$ cat config.mk
export PLATFORM = sky130hd
export DESIGN_NAME = mux_arb_n
export DESIGN_NICKNAME = d
export VERILOG_FILES = /design/src/rtl/mux_arb_n.sv
export SDC_FILE = /design/constraint.sdc
export NUM_CORES = 1
export LEC_CHECK = 0
export ABC_AREA = 0
export BUFFER_PORTS_ARGS = -buffer_cell sky130_fd_sc_hd__buf_2
export CAP_MARGIN = 20
export CORE_UTILIZATION = 35
export CTS_BUF_LIST = sky130_fd_sc_hd__clkbuf_4 sky130_fd_sc_hd__clkbuf_8 sky130_fd_sc_hd__clkbuf_16
export CTS_CLUSTER_DIAMETER = 50
export DETAILED_ROUTE_END_ITERATION = 6
export PLACE_DENSITY = 0.74
export SKIP_LAST_GASP = 1
export SYNTH_ARGS = -nofsm -noshare
export SYNTH_HDL_FRONTEND = slang
export SYNTH_SLANG_ARGS = --single-unit
export TNS_END_PERCENT = 1
$ cat constraint.sdc
create_clock -name clk -period 4.5 [get_ports clk]
set_clock_uncertainty 0.2 [all_clocks]
set_input_delay 0.9 -clock clk [delete_from_list [all_inputs] [get_ports clk]]
set_output_delay 0.9 -clock clk [all_outputs]
set_load 0.05 [all_outputs]
$ cat src/rtl/mux_arb_n.sv
// N-way registered multiplexer with valid/ready handshakes.
// Fixed-select or round-robin arbitration into a single output stage.
module mux_arb_n #(
  parameter int NB_SEL = 2,
  parameter int WIDTH  = 8
) (
  input  logic                              clk,
  input  logic                              rst,
  input  logic                              mode,
  input  logic [NB_SEL-1:0]                 sel,
  input  logic [(1<<NB_SEL)-1:0]            in_valid,
  input  logic [(1<<NB_SEL)*WIDTH-1:0]      in_data,
  output logic [(1<<NB_SEL)-1:0]            in_ready,
  output logic                              out_valid,
  output logic [WIDTH-1:0]                  out_data,
  output logic [NB_SEL-1:0]                 out_sel,
  input  logic                              out_ready
);

  localparam int N = 1 << NB_SEL;

  logic [NB_SEL-1:0] ptr;
  logic [NB_SEL-1:0] rr_grant;
  logic [NB_SEL-1:0] idx;
  logic              rr_found;
  logic [NB_SEL-1:0] grant;
  logic              gvalid;
  logic              load;
  logic              take;

  assign load = !out_valid || out_ready;

  // Scan starts one past the last served channel; the add wraps mod N.
  always_comb begin
    rr_grant = '0;
    rr_found = 1'b0;
    idx      = '0;
    for (int k = 1; k <= N; k++) begin
      idx = ptr + NB_SEL'(k);
      if (!rr_found && in_valid[idx]) begin
        rr_grant = idx;
        rr_found = 1'b1;
      end
    end
  end

  always_comb begin
    grant  = sel;
    gvalid = in_valid[sel];
    if (mode) begin
      grant  = rr_grant;
      gvalid = rr_found;
    end
  end

  assign take = load && gvalid && !rst;

  always_comb begin
    in_ready = '0;
    if (take)
      in_ready = N'(1) << grant;
  end

  always_ff @(posedge clk or posedge rst) begin
    if (rst) begin
      out_valid <= 1'b0;
      out_data  <= '0;
      out_sel   <= '0;
      ptr       <= NB_SEL'(N - 1);
    end else if (load) begin
      out_valid <= gvalid;
      if (gvalid) begin
        out_data <= in_data[int'(grant)*WIDTH +: WIDTH];
        out_sel  <= grant;
        ptr      <= grant;
      end
    end
  end

endmodule

==> flow_metrics.env <==
export IMPL_floorplan_rows=20
export IMPL_critical_path_end_type="output pin"
export IMPL_cts_buffers_inserted=3
export IMPL_cp_data_required_time_ns=3.40
export IMPL_power_leakage_nw=0.707
export IMPL_die_h_um=60.4
export IMPL_numPortBuffers=56
export IMPL_design_final_nets=243
export IMPL_cp_start_kind="input pin"
export IMPL_num_antenna_cells=0
export IMPL_clock_fmax_ghz=0.269
export IMPL_synth_top_cell_by_area="sky130_fd_sc_hd__dfrtp_1"
export IMPL_hold_violations=0
export IMPL_holdBufCountCts=0
export IMPL_via_count=1298
export IMPL_fin_crit_sh=0.825
export IMPL_final_layout_size_suffix_gt1_frac=0.345
export IMPL_post_synthesis_cell_area_mm2=0.00119
export IMPL_design_die_area_mm2=0.00365
export IMPL_numPlacedInstances=240
export IMPL_worst_pin_slew_ns=1.10
export IMPL_avgViaCountPerCell=5.32
export IMPL_postCtsSetupRepairBufs=0
export IMPL_resized_cells_post_cts=0
export IMPL_vias_in_the_first_global_route=1123
export IMPL_netlist_area_leader_share=0.230
export IMPL_clk_insertion_delay_late_ns=0.26
export IMPL_initial_core_util=0.379
export IMPL_dp_hpwl_mm=2.45
export IMPL_remaining_drc_errors=0
export IMPL_cts_root_buf="sky130_fd_sc_hd__clkbuf_4"
export IMPL_dp_worst_setup_slack_ns=0.810
export IMPL_placeableCoreArea_mm2=0.00315
export IMPL_netlist_cell_type_count=31
export IMPL_ports=57
export IMPL_remaining_number_of_nets_flagged_by_the_antenna_check_after_routing=0
export IMPL_timing_max_cap_violations=0
export IMPL_track_usage=0.181
export IMPL_synth_ff_type="sky130_fd_sc_hd__dfrtp_1"
export IMPL_synth_sequential_area_ratio=0.274
export IMPL_grt_pass1_wl_mm=5.05
export IMPL_p_clk_frac=0.132
export IMPL_hold_ws_ns=0.275
export IMPL_timing_final_max_slew_violations=0
export IMPL_synthTopCellsByArea="sky130_fd_sc_hd__dfrtp_1 (23%), sky130_fd_sc_hd__o31ai_1 (15%), sky130_fd_sc_hd__o22ai_1 (8.4%)"
export IMPL_cts_tree="yes"
export IMPL_seqPwrFrac=0.303
export IMPL_clk_pin_slew_ns=0.07
export IMPL_rsz0062_at_grt="false"
export IMPL_vdd_drop_max_uv=152
export IMPL_drt_iter0_markers=30
export IMPL_p_int_mw=0.288
export IMPL_worstPathMaxFanout=18
export IMPL_grt_max_degree=21
export IMPL_slew_limit_headroom=0.265
export IMPL_gate_count_of_the_mapped_netlist=153
export IMPL_routed_wl_mm=3.13
export IMPL_synth_edff_count=0
export IMPL_finalWeightedCongestion=0.852
export IMPL_timing_final_crit_period_ns=3.71
export IMPL_power_density_cells_mw_per_mm2=383
export IMPL_final_instance_count_excl_fill=244
export IMPL_hold_path_class="flip-flop to flip-flop"
export IMPL_worst_setup_path_type="input pin to output pin"
export IMPL_p_total_mw=0.567
export IMPL_totalNegativeSetupSlack_ns=0
export IMPL_clockBufferDepth=2
export IMPL_yosys_warnings=0
export IMPL_net_switching_power_mw=0.279
export IMPL_drtPass1Iterations=4
export IMPL_status="finished, final reports clean"
export IMPL_ctsHtreeMaxLevel=1
export IMPL_yosys_reg_bits=13
export IMPL_worstPathArrival_ns=2.61
export IMPL_syn_to_final_growth_pct=23.8
export IMPL_wl_per_cell_um=12.8
export IMPL_gr_total_overflow=0
export IMPL_syn_area_per_cell_um2=7.81
export IMPL_die_width_um=60.4
export IMPL_share_of_synthesized_flip_flops_with_an_asynchronous_set_or_reset=1.00
export IMPL_finalSetupViolCount=0
export IMPL_postSynthNetCount=195
export IMPL_antenna_violations_before_repair=0
export IMPL_switching_share=0.492
export IMPL_setup_ws_ns=0.786
export IMPL_power_frac_comb=0.565
export IMPL_clock_sinks=13
## flip-flops by register name, indices dropped and copies added, names as in the netlist
register	flops
out_data	8
out_sel	2
out_valid	1
ptr	2
## layout by cell type (no fill, tap or decap)
| cell | netlist | layout |
|---|---|---|
| sky130_fd_sc_hd__mux2_2 | 1 | 1 |
| sky130_fd_sc_hd__o32ai_1 | 1 | 1 |
| sky130_fd_sc_hd__nor2_1 | 3 | 3 |
| sky130_fd_sc_hd__inv_1 | 5 | 5 |
| sky130_fd_sc_hd__a21oi_1 | 11 | 11 |
| sky130_fd_sc_hd__nor3_1 | 11 | 11 |
| sky130_fd_sc_hd__dfrtp_1 | 11 | 11 |
| sky130_fd_sc_hd__dfstp_2 | 2 | 2 |
| sky130_fd_sc_hd__buf_4 | 1 | 3 |
| sky130_fd_sc_hd__mux2i_1 | 1 | 1 |
| sky130_fd_sc_hd__nand2_2 | 1 | 1 |
| sky130_fd_sc_hd__o311a_1 | 2 | 2 |
| sky130_fd_sc_hd__nand2_1 | 26 | 26 |
| sky130_fd_sc_hd__nand3b_1 | 1 | 1 |
| sky130_fd_sc_hd__o22ai_1 | 16 | 16 |
| sky130_fd_sc_hd__o31ai_1 | 24 | 24 |
| sky130_fd_sc_hd__o21ai_1 | 1 | 1 |
| sky130_fd_sc_hd__o21a_1 | 1 | 1 |
| sky130_fd_sc_hd__a211o_1 | 2 | 2 |
| sky130_fd_sc_hd__clkbuf_4 | 0 | 4 |
| sky130_fd_sc_hd__nor4_1 | 2 | 2 |
| sky130_fd_sc_hd__buf_2 | 5 | 56 |
| sky130_fd_sc_hd__mux4_1 | 1 | 1 |
| sky130_fd_sc_hd__nand2b_1 | 5 | 5 |
| sky130_fd_sc_hd__nor2b_4 | 1 | 1 |
| sky130_fd_sc_hd__or3b_1 | 3 | 3 |
| sky130_fd_sc_hd__and2_1 | 1 | 1 |
| sky130_fd_sc_hd__nor2b_1 | 3 | 3 |
| sky130_fd_sc_hd__o311ai_2 | 1 | 1 |
## through the flow
step / cell area [um^2] / util
3_3_place_gp: 1450 / 0.460
3_5_place_dp: 1450 / 0.460
2_1_floorplan: 1190 / -
6_report: 1480 / 0.469
4_1_cts: 1480 / 0.469
5_1_grt: 1480 / 0.469
## critical path, cell delays in order
cell	delay, ns
sky130_fd_sc_hd__buf_2	0.14
sky130_fd_sc_hd__nor2b_4	0.38
sky130_fd_sc_hd__a211o_1	0.20
sky130_fd_sc_hd__o311a_1	0.35
sky130_fd_sc_hd__nor2_1	0.13
sky130_fd_sc_hd__nor4_1	0.22
sky130_fd_sc_hd__buf_2	0.30
## power groups by stage
stage	Combinational [mW]	Clock, mW	Sequential [mW]
after global routing	0.344	0.0841	0.177
after global placement	0.316	0	0.173
after detailed placement	0.319	0	0.174
after floorplan	0.160	0	0.266
after CTS	0.320	0.0773	0.172
final	0.320	0.0748	0.172
## cell usage after synthesis (2+ instances only)
library cell and instances:
sky130_fd_sc_hd__a211o_1 2, sky130_fd_sc_hd__a21oi_1 11, sky130_fd_sc_hd__buf_2 5, sky130_fd_sc_hd__buf_6 3
sky130_fd_sc_hd__clkbuf_1 6, sky130_fd_sc_hd__dfrtp_1 11, sky130_fd_sc_hd__dfstp_2 2, sky130_fd_sc_hd__inv_1 5
sky130_fd_sc_hd__nand2_1 26, sky130_fd_sc_hd__nand2b_1 5, sky130_fd_sc_hd__nor2_1 3, sky130_fd_sc_hd__nor2b_1 3
sky130_fd_sc_hd__nor3_1 11, sky130_fd_sc_hd__nor4_1 2, sky130_fd_sc_hd__o22ai_1 16, sky130_fd_sc_hd__o311a_1 2
sky130_fd_sc_hd__o31ai_1 24, sky130_fd_sc_hd__or3b_1 3
## logic make-up (layout without fill, tap and decap cells)
kind of cell           count (synthesis)  in the layout  synth area share
buffers and inverters                 21             68             0.103
muxes                                  3              3            0.0398
and+or+nand+nor                       57             57             0.240
DFF                                   13             13             0.274
AOI/OAI and AO/OA                     59             59             0.343
## worst paths after layout
| path | from | to | slack, ns | cells after the start |
|---|---|---|---|---|
| setup / recovery | in_valid[3] | in_ready[3] | 0.79 | 7 |
| hold reg to reg | out_data[1] | out_data[1] | 0.28 | 2 |
| setup reg to reg | ptr[1] | out_data[5] | 1.94 | 5 |
| min in group asynchronous | rst | out_data[3] | 0.47 | 2 |
| hold / removal | out_data[1] | out_data[1] | 0.28 | 2 |
| max in group asynchronous | rst | ptr[1] | 3.29 | 2 |
## area by class of cell
class                      count  area (um^2)
tap                           44         55.1
clock buffer                   4         30.0
timing repair buffer          59          303
inverter                       5         18.8
sequential                    13          328
multi-input combinational    119          744
fill                         335         1670
## routing by layer
| layer | vias to the layer above | part of all wire | track usage |
|---|---|---|---|
| li1 | 668 | - | - |
| met1 | 581 | 0.49 | 0.271 |
| met2 | 47 | 0.45 | 0.270 |
| met3 | 2 | 0.057 | 0.0149 |
| met4 | 0 | 0.0083 | 0.0682 |
| met5 | - | 0 | 0 |
Power figures use the tool's default switching activity.
